--- src/rtl/vga_key_pkg.sv ---
// vga_key_pkg: shared definitions for the VGA key marker.
//   - coordinate widths (X 9 bits, Y 8 bits) and colour width (3 bits)
//   - base (X,Y) tables for the 16 marker channels
//   - FSM state typedef (CLEAR exists only with VGA_KEY_MARKER_CLEAR_EN)
package vga_key_pkg;

  localparam int X_W      = 9;
  localparam int Y_W      = 8;
  localparam int COLOUR_W = 3;
  localparam int KEY_W    = 4;   // enough to index 16 channels
  localparam int MAX_KEYS = 16;

  // Channels 0..11 are the piano keys; 12..15 are octave+/-, ADSR+/-.
  localparam logic [X_W-1:0] BASE_X_TBL [0:MAX_KEYS-1] = '{
    9'd66,  9'd81,  9'd99,  9'd112, 9'd131, 9'd161, 9'd174, 9'd192,
    9'd209, 9'd224, 9'd245, 9'd254, 9'd103, 9'd71,  9'd153, 9'd183
  };

  localparam logic [Y_W-1:0] BASE_Y_TBL [0:MAX_KEYS-1] = '{
    8'd124, 8'd96,  8'd124, 8'd96,  8'd124, 8'd124, 8'd96,  8'd124,
    8'd96,  8'd124, 8'd96,  8'd124, 8'd169, 8'd169, 8'd169, 8'd169
  };

`ifdef VGA_KEY_MARKER_CLEAR_EN
  typedef enum logic [1:0] {
    IDLE  = 2'd0,
    DRAW  = 2'd1,
    CLEAR = 2'd2
  } state_e;
`else
  typedef enum logic [1:0] {
    IDLE  = 2'd0,
    DRAW  = 2'd1
  } state_e;
`endif

endpackage

--- src/rtl/vga_key_coord.sv ---
// vga_key_coord: combinational channel index -> marker base coordinate.
// Ports:
//   key_idx : in  5 bits, channel index (values >= 16 map to (0,0))
//   base_x  : out 9 bits, marker top-left X
//   base_y  : out 8 bits, marker top-left Y
module vga_key_coord
  import vga_key_pkg::*;
(
  input  logic [4:0]     key_idx,
  output logic [X_W-1:0] base_x,
  output logic [Y_W-1:0] base_y
);

  always_comb begin
    base_x = '0;
    base_y = '0;
    if (key_idx < 5'd16) begin
      base_x = BASE_X_TBL[key_idx[3:0]];
      base_y = BASE_Y_TBL[key_idx[3:0]];
    end
  end

endmodule

--- src/rtl/vga_key_marker.sv ---
// vga_key_marker: draws a BOX_W x BOX_H marker for every channel whose
// iKeyMask level differs from what is currently shown, one channel per
// visit to IDLE, lowest index first. One pixel per clock, column fastest.
//
// Optional feature: define VGA_KEY_MARKER_CLEAR_EN to erase every channel's
// marker after reset release before accepting key changes.
//
// Ports:
//   iClock   : in  clock, all state on rising edge
//   iResetn  : in  synchronous active-low reset
//   iKeyMask : in  NUM_KEYS levels, 1 = pressed
//   oX, oY   : out registered pixel coordinate
//   oColour  : out registered pixel colour
//   oPlot    : out registered pixel write enable
//   oBusy    : out high whenever the FSM is not in IDLE
module vga_key_marker
  import vga_key_pkg::*;
#(
  parameter int                    NUM_KEYS     = 16,
  parameter int                    BOX_W        = 4,
  parameter int                    BOX_H        = 4,
  parameter logic [COLOUR_W-1:0]   DRAW_COLOUR  = 3'b110,
  parameter logic [COLOUR_W-1:0]   ERASE_COLOUR = 3'b000
) (
  input  logic                iClock,
  input  logic                iResetn,
  input  logic [NUM_KEYS-1:0] iKeyMask,
  output logic [X_W-1:0]      oX,
  output logic [Y_W-1:0]      oY,
  output logic [COLOUR_W-1:0] oColour,
  output logic                oPlot,
  output logic                oBusy
);

  localparam int NPIX  = BOX_W * BOX_H;
  localparam int CNT_W = ($clog2(NPIX) > 0) ? $clog2(NPIX) : 1;
  localparam logic [CNT_W-1:0] LAST_PIX = CNT_W'(NPIX - 1);
  localparam logic [3:0]       LAST_COL = 4'(BOX_W - 1);

  state_e                state_q, state_d;
  logic [NUM_KEYS-1:0]   shown_q, shown_d;
  logic [KEY_W-1:0]      key_q, key_d;
  logic                  mode_q, mode_d;
  logic [CNT_W-1:0]      cnt_q, cnt_d;
  logic [3:0]            col_q, col_d;
  logic [3:0]            row_q, row_d;
  logic [X_W-1:0]        x_q, x_d;
  logic [Y_W-1:0]        y_q, y_d;
  logic [COLOUR_W-1:0]   colour_q, colour_d;
  logic                  plot_q, plot_d;
  logic                  busy_q, busy_d;
`ifdef VGA_KEY_MARKER_CLEAR_EN
  logic                  clear_pend_q, clear_pend_d;
`endif

  logic [NUM_KEYS-1:0]   diff;
  logic [KEY_W-1:0]      first_key;
  logic                  first_mode;
  logic                  emit;
  logic [X_W-1:0]        base_x;
  logic [Y_W-1:0]        base_y;

  // Coordinates for the pixel being registered come from the channel
  // selected this cycle, so the first pixel can leave on the latch edge.
  vga_key_coord u_coord (
    .key_idx ({1'b0, key_d}),
    .base_x  (base_x),
    .base_y  (base_y)
  );

  // Lowest-index channel whose requested level differs from the screen.
  always_comb begin
    diff       = iKeyMask ^ shown_q;
    first_key  = '0;
    first_mode = 1'b0;
    for (int i = NUM_KEYS - 1; i >= 0; i--) begin
      if (diff[i]) begin
        first_key  = KEY_W'(i);
        first_mode = iKeyMask[i];
      end
    end
  end

  always_comb begin
    // NOTE: every _d starts as its _q (or an idle value) so no branch can leave a signal unassigned and infer a latch.
    state_d  = state_q;
    shown_d  = shown_q;
    key_d    = key_q;
    mode_d   = mode_q;
    cnt_d    = cnt_q;
    col_d    = col_q;
    row_d    = row_q;
    x_d      = x_q;
    y_d      = y_q;
    colour_d = colour_q;
    plot_d   = 1'b0;
    emit     = 1'b0;
`ifdef VGA_KEY_MARKER_CLEAR_EN
    clear_pend_d = clear_pend_q;
`endif

    case (state_q)
      IDLE: begin
`ifdef VGA_KEY_MARKER_CLEAR_EN
        if (clear_pend_q) begin
          clear_pend_d = 1'b0;
          state_d      = CLEAR;
          key_d        = '0;
          mode_d       = 1'b0;
          cnt_d        = '0;
          col_d        = '0;
          row_d        = '0;
          emit         = 1'b1;
        end else
`endif
        if (|diff) begin
          state_d = DRAW;
          key_d   = first_key;
          mode_d  = first_mode;
          cnt_d   = '0;
          col_d   = '0;
          row_d   = '0;
          emit    = 1'b1;
        end
      end

      DRAW: begin
        if (cnt_q == LAST_PIX) begin
          // Last pixel is on the outputs this cycle: commit and go idle,
          // which guarantees one oPlot=0 cycle before the next box.
          for (int i = 0; i < NUM_KEYS; i++) begin
            if (key_q == KEY_W'(i)) shown_d[i] = mode_q;
          end
          state_d = IDLE;
          cnt_d   = '0;
          col_d   = '0;
          row_d   = '0;
        end else begin
          cnt_d = cnt_q + CNT_W'(1);
          if (col_q == LAST_COL) begin
            col_d = '0;
            row_d = row_q + 4'd1;
          end else begin
            col_d = col_q + 4'd1;
          end
          emit = 1'b1;
        end
      end

`ifdef VGA_KEY_MARKER_CLEAR_EN
      CLEAR: begin
        // Back-to-back erase boxes for every channel; shown stays all-zero.
        if (cnt_q == LAST_PIX) begin
          cnt_d = '0;
          col_d = '0;
          row_d = '0;
          if (key_q == KEY_W'(NUM_KEYS - 1)) begin
            state_d = IDLE;
          end else begin
            key_d = key_q + KEY_W'(1);
            emit  = 1'b1;
          end
        end else begin
          cnt_d = cnt_q + CNT_W'(1);
          if (col_q == LAST_COL) begin
            col_d = '0;
            row_d = row_q + 4'd1;
          end else begin
            col_d = col_q + 4'd1;
          end
          emit = 1'b1;
        end
      end
`endif

      default: state_d = IDLE;
    endcase

    // Sums wrap silently at the port width.
    if (emit) begin
      plot_d   = 1'b1;
      x_d      = base_x + X_W'(col_d);
      y_d      = base_y + Y_W'(row_d);
      colour_d = mode_d ? DRAW_COLOUR : ERASE_COLOUR;
    end

    busy_d = (state_d != IDLE);
  end

  // NOTE: reset is synchronous, so it is tested inside the clocked block; all state here is assigned with <= only.
  always_ff @(posedge iClock) begin
    if (!iResetn) begin
      state_q  <= IDLE;
      shown_q  <= '0;
      key_q    <= '0;
      mode_q   <= 1'b0;
      cnt_q    <= '0;
      col_q    <= '0;
      row_q    <= '0;
      x_q      <= '0;
      y_q      <= '0;
      colour_q <= '0;
      plot_q   <= 1'b0;
      busy_q   <= 1'b0;
`ifdef VGA_KEY_MARKER_CLEAR_EN
      clear_pend_q <= 1'b1;
`endif
    end else begin
      state_q  <= state_d;
      shown_q  <= shown_d;
      key_q    <= key_d;
      mode_q   <= mode_d;
      cnt_q    <= cnt_d;
      col_q    <= col_d;
      row_q    <= row_d;
      x_q      <= x_d;
      y_q      <= y_d;
      colour_q <= colour_d;
      plot_q   <= plot_d;
      busy_q   <= busy_d;
`ifdef VGA_KEY_MARKER_CLEAR_EN
      clear_pend_q <= clear_pend_d;
`endif
    end
  end

  assign oX      = x_q;
  assign oY      = y_q;
  assign oColour = colour_q;
  assign oPlot   = plot_q;
  assign oBusy   = busy_q;

endmodule

--- config.mk ---
export PLATFORM = sky130hd
export DESIGN_NAME = vga_key_marker
export DESIGN_NICKNAME = d
export VERILOG_FILES = /design/src/rtl/vga_key_pkg.sv /design/src/rtl/vga_key_coord.sv /design/src/rtl/vga_key_marker.sv
export SDC_FILE = /design/constraint.sdc
export NUM_CORES = 1
export LEC_CHECK = 0
export ABC_CLOCK_PERIOD_IN_PS = 12350
export CAP_MARGIN = 20
export CORE_AREA = 10 10 76 110
export CTS_BUF_LIST = sky130_fd_sc_hd__clkbuf_2 sky130_fd_sc_hd__clkbuf_4 sky130_fd_sc_hd__clkbuf_8
export CTS_CLUSTER_DIAMETER = 50
export DETAILED_ROUTE_END_ITERATION = 10
export DIE_AREA = 0 0 86 120
export PLACE_DENSITY = 0.82
export SLEW_MARGIN = 25
export SYNTH_ARGS = -nofsm -noshare
export SYNTH_HDL_FRONTEND = slang
export SYNTH_SLANG_ARGS = --single-unit
--- constraint.sdc ---
create_clock -name iClock -period 12.35 [get_ports iClock]
set_clock_uncertainty 0.05 [all_clocks]
set_input_delay 2.47 -clock iClock [delete_from_list [all_inputs] [get_ports iClock]]
set_output_delay 2.47 -clock iClock [all_outputs]
set_load 0.05 [all_outputs]
==> metrics.yaml, run 1 <==
power_and_ir_drop:
  power_density_mw_per_mm2: 99.0
  swShare_pct: 31.4
  p_leak_nw: 1.62
  clockPowerShare_pct: 28.6
  combPwrFrac_pct: 25.4
  ir_worst_vdd_v: 0.000127
  pwr-share-seq_pct: 46.1
  switchingPower_uw: 130
  p_int_uw: 285
cts:
  cts_buffer_depth: 2
  cts_buffers: 5
  tritoncts: "built"
  cts.sinks: 55
  cts_hold_buf: 0
  h-tree-depth: 2
  clkTransAtPathRegs_ps: 90
  post-cts-setup-buffers: 0
  ctsRootBufferMaster: "clkbuf_8"
  cts-resized-gates: 0
  clk_latency_ps: 310
timing:
  finalSetupTns_ps: 0
  setup_viol: 0
  period_minus_slack_ps: 6540
  slew_viol_final: 0
  period_share_pct: 53.0
  hold_viol: 0
  rsz0062_at_grt: "false"
  fmax_mhz: 153
  timing.slew.headroom_pct: 34.7
  worstMarginPinSlew_ps: 973
synthesis:
  dominantRegCellSynth: "dfxtp_1"
  synth_cells: 450
  yosysMostFrequentCell: "dfxtp_1"
  ys_async_sr_fraction_pct: 0
  synth_edf_count: 0
  synth_seq_cells: 55
  netlist-cell-type-count: 75
  yosys-top-cells-area: "dfxtp_1 30%, ha_1 5.7%, nand2_1 5.3%, a21oi_1 4.6%, xnor2_1 3.8%"
  avgSynthCellArea_um2: 8.28
  netlist_top_cells_count: "55 x dfxtp_1, 53 x nand2_1, 37 x nor2_1, 34 x a21oi_1, 25 x inv_1"
  yosys_warnings: 0
  synth_area_leader_cell: "dfxtp_1"
  synthDominantCellAreaShare_pct: 29.6
  seq_area_frac_synth_pct: 29.6
  syn-cell-area_mm2: 0.00373
routing:
  first_iter_violations: 197
  post_drt_wl_per_cell_um: 16.1
  route.detailed.drc: 0
  first_pass_iters: 5
  vias: 3226
  wl_um: 8870
  postRouteAntennaNets: 0
  viasPerCell: 5.85
grt:
  grt_pass1_wl_um: 15300
  grt_pass1_vias: 3365
  antenna_found_initial: 0
  grtUsageTotal_pct: 17.5
  grt_max_degree: 34
  overflow: 0
setup_path:
  start_kind: "primary input"
  r2r_cells: 18
  cp_max_fo: 9
  crit_type: "in2reg"
  cp-end-kind: "flop"
  crit_required_ps: 12490
  cp.arrival_ps: 6680
finish:
  drive_gt1_share_pct: 8.00
  fin_nets: 511
  fillers: 574
  layout.cells.non_filler: 551
  final_util_pct: 65.1
  syn_to_final_growth_pct: 12.5
  antenna_cells: 0
job:
  max_cap_viol_count: 0
floorplanning:
  row_count: 36
  initial_core_util_pct: 57.8
  die-width_um: 86
  core_mm2: 0.00644
  top_level_ports: 40
  dieArea_mm2: 0.0103
  die_y_um: 120
place:
  place_congestion: 0.974
  io_buffers: 38
  dp_hpwl_um: 6770
  numPlacedInstances: 544
outcome:
  outcome: "finished, final reports clean"
min_path:
  hold_path.class: "reg2reg"
  hold_path_depth: 2
[worst max-delay path: stages]
cell and delay (ps):
clkdlybuf4s50_1 410, ha_1 320, inv_1 90, nor4_4 420, a41oi_2 320, a31oi_4 340
inv_1 150, ha_1 220, o311ai_0 370, o31ai_1 190, ha_1 310, a21o_1 150
a21oi_1 210, inv_1 70, a21oi_1 180, a211oi_2 70, a311oi_1 340, a211oi_2 50
[final timing paths]
path / startpoint / end / slack, ps
worst min register to register: oY[0] / oY[0] / 410
worst max register to register: shown_q[15] / oX[7] / 8000
worst max-delay path: iKeyMask[15] / oX[7] / 5810
worst min-delay path: oY[0] / oY[0] / 410
[stage by stage]
stage / total power [mW] / cell area [µm²] / worst slack [ps] / hold WS (ps)
floorplan: 0.270 / 3730 / 6360 / 410
global placement: 0.297 / 4080 / 5690 / 391
detailed placement: 0.300 / 4080 / 5520 / 395
CTS: 0.417 / 4190 / 5840 / 413
global route: 0.433 / 4190 / 5450 / 436
finish: 0.415 / 4190 / 5810 / 414
[kinds of logic (layout without fill, tap and decap cells)]
logic type / Yosys count / count (layout) / synth area share, %
flip-flops: 55 / 55 / 29.6
XOR/XNOR: 30 / 30 / 7.66
multiplexers: 11 / 11 / 3.26
other: 1 / 2 / 0.101
AO/OA/AOI/OAI: 119 / 119 / 23.8
buffers and inverters: 47 / 71 / 6.04
AND/OR/NAND/NOR: 165 / 165 / 22.3
adder cells (fa/ha/maj): 22 / 22 / 7.32
[area by class of cell]
| cell class | count | area, µm² | area share (%) |
|---|---|---|---|
| tap | 76 | 95.1 | 2.27 |
| clock inverter | 1 | 30.0 | 0.717 |
| timing repair buffer | 39 | 388 | 9.26 |
| multi-input combinational | 349 | 2410 | 57.4 |
| sequential | 55 | 1100 | 26.3 |
| clock buffer | 6 | 76.3 | 1.82 |
| inverter | 25 | 93.8 | 2.24 |
[layout by cell type, fill, tap and decap left out, types with 3 or more instances in the layout]
cell type and instances:
and2_1 11, clkbuf_8 5, a211oi_1 5, a21oi_1 34
inv_1 24, xnor2_1 16, o31ai_1 4, nand2b_1 3
o21bai_1 4, maj3_1 4, o21ai_0 22, nor2b_1 7
nor3_1 4, o22ai_1 3, dfxtp_1 55, a31oi_1 4
clkdlybuf4s50_1 38, nand2_1 53, nor3b_1 4, nor2_2 3
mux2i_1 8, o21ai_1 4, nor2_1 36, xor2_1 11
nand4_1 10, nand3_1 21, ha_1 17, a21o_1 4
[sequential cells by signal, summed over array words and instances, names as in the netlist]
name and count:
oColour 1, shown_q 16, mode_q 1, key_q 4, oX 9, col_q 4, oPlot 1, oBusy 1
oY 8, state_q 2, row_q 4, cnt_q 4
[power by group through the flow]
stage / logic [mW] / registers [mW] / clock network [mW]
2_1_floorplan: 0.0589 / 0.211 / 0
5_1_grt: 0.114 / 0.192 / 0.127
3_3_place_gp: 0.102 / 0.195 / 0
3_5_place_dp: 0.105 / 0.195 / 0
4_1_cts: 0.105 / 0.191 / 0.120
6_report: 0.105 / 0.191 / 0.119
[routing by layer]
metal  routed length (µm)  GRT usage [%]  part of all wire, %
met5                    0              0                    0
met4                  277           8.16                  3.1
met3                  495           4.20                  5.6
met2                 4650           32.5                   52
met1                 3450           17.4                   39
(Power assumes the default switching activity.)
==> run 2: changes to the inputs <==
--- a/config.mk
+++ b/config.mk
@@ -5,14 +5,14 @@
 export SDC_FILE = /design/constraint.sdc
 export NUM_CORES = 1
 export LEC_CHECK = 0
-export ABC_CLOCK_PERIOD_IN_PS = 12350
+export ABC_CLOCK_PERIOD_IN_PS = 5300
 export CAP_MARGIN = 20
-export CORE_AREA = 10 10 76 110
+export CORE_AREA = 10 10 80 116
 export CTS_BUF_LIST = sky130_fd_sc_hd__clkbuf_2 sky130_fd_sc_hd__clkbuf_4 sky130_fd_sc_hd__clkbuf_8
 export CTS_CLUSTER_DIAMETER = 50
 export DETAILED_ROUTE_END_ITERATION = 10
-export DIE_AREA = 0 0 86 120
-export PLACE_DENSITY = 0.82
+export DIE_AREA = 0 0 90 126
+export PLACE_DENSITY = 0.77
 export SLEW_MARGIN = 25
 export SYNTH_ARGS = -nofsm -noshare
 export SYNTH_HDL_FRONTEND = slang
==> constraint.sdc (replaced) <==
create_clock -name iClock -period 5.3 [get_ports iClock]
set_clock_uncertainty 0.05 [all_clocks]
set_input_delay 1.06 -clock iClock [delete_from_list [all_inputs] [get_ports iClock]]
set_output_delay 1.06 -clock iClock [all_outputs]
set_load 0.05 [all_outputs]
==> metrics.yaml, run 2 (synthesized netlist as in run 1, its figures left out) <==
setup_path:
  crit_type: "in2reg"  # unchanged
  cpMaxStageDelayCell: "nor4_4"  # unchanged
  crit_buf_inv: 4  # unchanged
  cp_max_fo: 5  # was 9
  crit_chain: "clkdlybuf4s50_1 > ha_1 > inv_1 > nor4_4 > a41oi_2 > a31oi_4 > inv_1 > ha_1 > o311ai_0 > o31ai_1 > ha_1 > a21o_1 > a21oi_1 > inv_1 > a21oi_1 > a211oi_2 > a311oi_1 > a211oi_2"  # unchanged
  cp-end-kind: "flop"  # unchanged
  critPathMaxStageDelay_ps: 420  # about the same
  cp.arrival_ps: 5060  # was 6680 ps
  cp_top_family: "compound AO/OA/AOI/OAI gates"  # unchanged
  crit_required_ps: 5450  # was 12490 ps
  start_kind: "primary input"  # unchanged
cts:
  clk_latency_ps: 320  # was 310 ps
  ctsRootBufferMaster: "clkbuf_8"  # unchanged
  cts.sinks: 55  # unchanged
  cts-resized-gates: 0  # unchanged
  tritoncts: "built"  # unchanged
  h-tree-depth: 2  # unchanged
  post-cts-setup-buffers: 0  # unchanged
  clkTransAtPathRegs_ps: 100  # was 90 ps
  cts_hold_buf: 0  # unchanged
  cts_buffer_depth: 2  # unchanged
  cts_buffers: 5  # unchanged
floorplanning:
  die_y_um: 126  # was 120 µm
  core_mm2: 0.00718  # was 0.00644 mm²
  die-width_um: 90  # was 86 µm
  top_level_ports: 40  # unchanged
  initial_core_util_pct: 51.9  # was 57.8%
  dieArea_mm2: 0.0113  # was 0.0103 mm²
  row_count: 38  # was 36
power_and_ir_drop:
  power_density_mw_per_mm2: 221  # was 99.0 mW/mm²
  total_power_uw: 939  # was 415 µW
  p_leak_nw: 1.64  # was 1.62 nW
  ir_worst_vdd_v: 0.000242  # was 0.000127 V
finish:
  largest_reg_flops: 16  # unchanged
  final_cell_mix: "55 x dfxtp_1, 53 x nand2_1, 38 x clkdlybuf4s50_1"  # unchanged
  antenna_cells: 0  # unchanged
  final_area_mm2: 0.00425  # was 0.00419 mm²
  register_area_mm2: 0.00110  # unchanged
  multi_input_area_mm2: 0.00240  # was 0.00241 mm²
  final_common_cell: "dfxtp_1"  # unchanged
  fin_nets: 516  # was 511
  drive_gt1_share_pct: 8.94  # was 8.00%
  syn_to_final_growth_pct: 14.0  # was 12.5%
  fillers: 665  # was 574
  regMostFlops: "shown_q"  # unchanged
place:
  dp_hpwl_um: 6770  # about the same
  io_buffers: 38  # unchanged
  place_congestion: 0.919  # was 0.974
  dpl_cell_area_mm2: 0.00415  # was 0.00408 mm²
grt:
  antenna_found_initial: 0  # unchanged
  grtUsageTotal_pct: 15.4  # was 17.5%
  grt_pass1_wl_um: 14800  # was 15300 µm
  grt_max_degree: 34  # unchanged
  overflow: 0  # unchanged
  grt_pass1_vias: 3241  # was 3365
timing:
  hold_viol: 0  # unchanged
  setup_viol: 0  # unchanged
  period_minus_slack_ps: 4900
  finalSetupTns_ps: 0  # unchanged
  worstMarginPinSlew_ps: 1050  # was 973 ps
  rsz0062_at_grt: "false"  # unchanged
  fmax_mhz: 204
  slew_viol_final: 0  # unchanged
  timing.slew.headroom_pct: 30.2  # was 34.7%
  period_share_pct: 92.5
routing:
  first_iter_violations: 177  # was 197
  wl_um: 8700  # was 8870 µm
  vias: 3264  # was 3226
  first_pass_iters: 4  # was 5
  viasPerCell: 5.62  # was 5.85
  post_drt_wl_per_cell_um: 15.0  # was 16.1 µm
  postRouteAntennaNets: 0  # unchanged
  route.detailed.drc: 0  # unchanged
job:
  max_cap_viol_count: 0  # unchanged
min_path:
  hold_path.class: "reg2reg"  # unchanged
outcome:
  outcome: "finished, final reports clean"  # unchanged
-- run 2: power by group --
| part | internal [mW] | total (mW) | switching (mW) |
|---|---|---|---|
| combinational | 0.0927 | 0.248 | 0.156 |
| sequential | 0.430 | 0.445 | 0.0151 |
| clock | 0.107 | 0.246 | 0.139 |
-- run 2: per-layer routing --
metal  GRT usage [%]  up-vias  share of wire, %
met3            3.45       20               4.4
met4            6.77        0               3.1
met5               0        -                 0
met1            15.2     1524                40
li1                -     1650                 -
met2            29.6       70                52
-- run 2: final timing paths --
kind	from	to	slack (ps)	depth (start not counted)
setup reg to reg	shown_q[15]	oX[7]	1160	18
hold / removal	oX[0]	oX[0]	420	2
setup / recovery	iKeyMask[15]	oX[7]	400	18
hold reg to reg	oX[0]	oX[0]	420	2
-- run 2: metrics by stage --
| step | worst slack [ps] | instances | utilization, % | hold WS (ps) |
|---|---|---|---|---|
| final | 396 | 581 | 59.2 | 417 |
| after global routing | 75.2 | 581 | 59.2 | 443 |
| after CTS | 411 | 581 | 59.2 | 423 |
| after detailed placement | 87.2 | 573 | 57.8 | 406 |
| after global placement | 191 | 573 | 57.8 | 393 |
| after floorplan | 716 | 451 | - | 410 |
-- run 2: final cells by class --
type	count	area share [%]
clock inverter	2	0.383
tap	100	2.95
multi-input combinational	349	56.6
sequential	55	25.9
clock buffer	6	1.94
inverter	25	2.21
timing repair buffer	44	10.0
-- run 2: tightest hold or removal path, cell delays in order, from the launching register on --
cell	delay [ps]
dfxtp_1	320
nand2_1	50
a21oi_1	50
==> run 3: changes to the inputs <==
--- a/config.mk
+++ b/config.mk
@@ -13,6 +13,7 @@
 export DETAILED_ROUTE_END_ITERATION = 10
 export DIE_AREA = 0 0 90 126
 export PLACE_DENSITY = 0.77
+export SETUP_SLACK_MARGIN = 0.15
 export SLEW_MARGIN = 25
 export SYNTH_ARGS = -nofsm -noshare
 export SYNTH_HDL_FRONTEND = slang
==> metrics.yaml, run 3 (synthesized netlist as in run 1, its figures left out) <==
timing:
  hold_viol: 0  # unchanged
  postLayoutSetupSlackWorst_ps: 470  # was 396 ps
  timing.slew.headroom_pct: 29.9  # was 30.2%
  setup_viol: 0  # unchanged
  hold_ws_ps: 416  # was 417 ps
  finalSetupTns_ps: 0  # unchanged
  rsz0062_at_grt: "false"  # unchanged
  period_share_pct: 91.1  # was 92.5%
  worstMarginPinSlew_ps: 1050  # about the same
  period_minus_slack_ps: 4830  # was 4900 ps
  fmax_mhz: 207  # was 204 MHz
  slew_viol_final: 0  # unchanged
power_and_ir_drop:
  p_leak_nw: 1.65  # was 1.64 nW
  power_density_mw_per_mm2: 220  # was 221 mW/mm²
  ir_worst_vdd_v: 0.000244  # was 0.000242 V
  total_power_uw: 943  # was 939 µW
grt:
  grt_pass1_wl_um: 14800  # unchanged
  grt_pass1_vias: 3241  # unchanged
  overflow: 0  # unchanged
  antenna_found_initial: 0  # unchanged
  grtUsageTotal_pct: 15.4  # unchanged
  grt_max_degree: 34  # unchanged
floorplanning:
  die-width_um: 90  # unchanged
  row_count: 38  # unchanged
  dieArea_mm2: 0.0113  # unchanged
  initial_core_util_pct: 51.9  # unchanged
  top_level_ports: 40  # unchanged
  die_y_um: 126  # unchanged
  core_mm2: 0.00718  # unchanged
cts:
  cts_buffers: 5  # unchanged
  clkTransAtPathRegs_ps: 100  # about the same
  h-tree-depth: 2  # unchanged
  tritoncts: "built"  # unchanged
  cts_hold_buf: 0  # unchanged
  cts.sinks: 55  # unchanged
  clk_latency_ps: 320  # about the same
  cts_buffer_depth: 2  # unchanged
  ctsRootBufferMaster: "clkbuf_8"  # unchanged
finish:
  regMostFlops: "shown_q"  # unchanged
  final_cell_mix: "55 x dfxtp_1, 53 x nand2_1, 38 x clkdlybuf4s50_1"  # unchanged
  drive_gt1_share_pct: 9.52  # was 8.94%
  fin_nets: 518  # was 516
  final_common_cell: "dfxtp_1"  # unchanged
  syn_to_final_growth_pct: 14.7  # was 14.0%
  antenna_cells: 0  # unchanged
  largest_reg_flops: 16  # unchanged
outcome:
  outcome: "finished, final reports clean"  # unchanged
place:
  io_buffers: 38  # unchanged
  dp_hpwl_um: 6770  # unchanged
  pre_cts_ws_ps: 87.2  # unchanged
  place_congestion: 0.919  # unchanged
job:
  max_cap_viol_count: 0  # unchanged
setup_path:
  start_kind: "primary input"  # unchanged
  crit_required_ps: 5450  # about the same
  cp-end-kind: "flop"  # unchanged
  cp.arrival_ps: 4980  # was 5060 ps
  cp_max_fo: 7  # was 5
  crit_type: "in2reg"  # unchanged
routing:
  wl_um: 8760  # was 8700 µm
  dr_wl_met3_um: 350  # was 380 µm
  wl_met1_um: 3580  # was 3490 µm
  postRouteAntennaNets: 0  # unchanged
  post_drt_wl_per_cell_um: 15.0  # about the same
  vias: 3288  # was 3264
  routed.top_layer: "met4"  # unchanged
  first_iter_violations: 147  # was 177
  viasPerCell: 5.64  # was 5.62
  first_pass_iters: 4  # unchanged
  route.detailed.drc: 0  # unchanged
  met2_wirelength_um: 4560  # about the same
min_path:
  hold_path.class: "reg2reg"  # unchanged
[run 3: cell count changes in the layout (fill, tap and decap cells not counted)]
cell,previous run,this run
and4b_2,0,1
buf_4,6,8
and4b_1,1,0
a41oi_2,1,0
a41oi_4,0,1
[run 3: final timing paths]
path	startpoint	end	slack [ps]	depth (start not counted)
setup / recovery	iKeyMask[5]	oX[7]	470	17
hold reg to reg	oX[0]	oX[0]	420	2
setup reg to reg	shown_q[12]	oX[7]	1330	18
hold / removal	oX[0]	oX[0]	420	2
[run 3: power by group]
part,internal (mW),leakage (nW),switching [mW]
Sequential,0.430,0.448,0.0152
Clock,0.107,0.0474,0.141
Combinational,0.0936,1.15,0.156
[run 3: layer usage]
metal	global-route usage, %	vias to the layer above
li1	-	1654
met1	15.2	1544
met2	29.6	70
met3	3.45	20
met4	6.77	0
met5	0	-
[run 3: repair_timing]
action | 4_1_cts | 5_1_grt
setup buffers | 0 | 2
resized for setup | 0 | 2
endpoints found under the setup margin | 0 | 3
[run 3: worst max-delay path, stage by stage]
cell             delay [ps]
clkdlybuf4s50_1         490
xnor2_1                 370
and4_1                  380
a41o_4                  320
a21oi_1                  60
a21o_2                  210
ha_1                    210
o311ai_0                340
o31ai_1                 190
ha_1                    300
a21o_1                  150
a21oi_1                 210
inv_1                    70
a21oi_1                 170
a211oi_2                 70
a311oi_1                320
a211oi_2                 60
[run 3: layout make-up]
cell class | instances | area [µm²]
fill | 658 | 2900
multi-input combinational | 349 | 2420
sequential | 55 | 1100
timing repair buffer | 46 | 440
tap | 100 | 125
inverter | 25 | 93.8
clock buffer | 6 | 82.6
clock inverter | 2 | 16.3
[run 3: through the flow]
step | cells | util (%) | area, µm²
4_1_cts | 581 | 59.2 | 4250
3_5_place_dp | 573 | 57.8 | 4150
3_3_place_gp | 573 | 57.8 | 4150
5_1_grt | 583 | 59.6 | 4280
6_report | 583 | 59.6 | 4280
2_1_floorplan | 451 | - | 3730
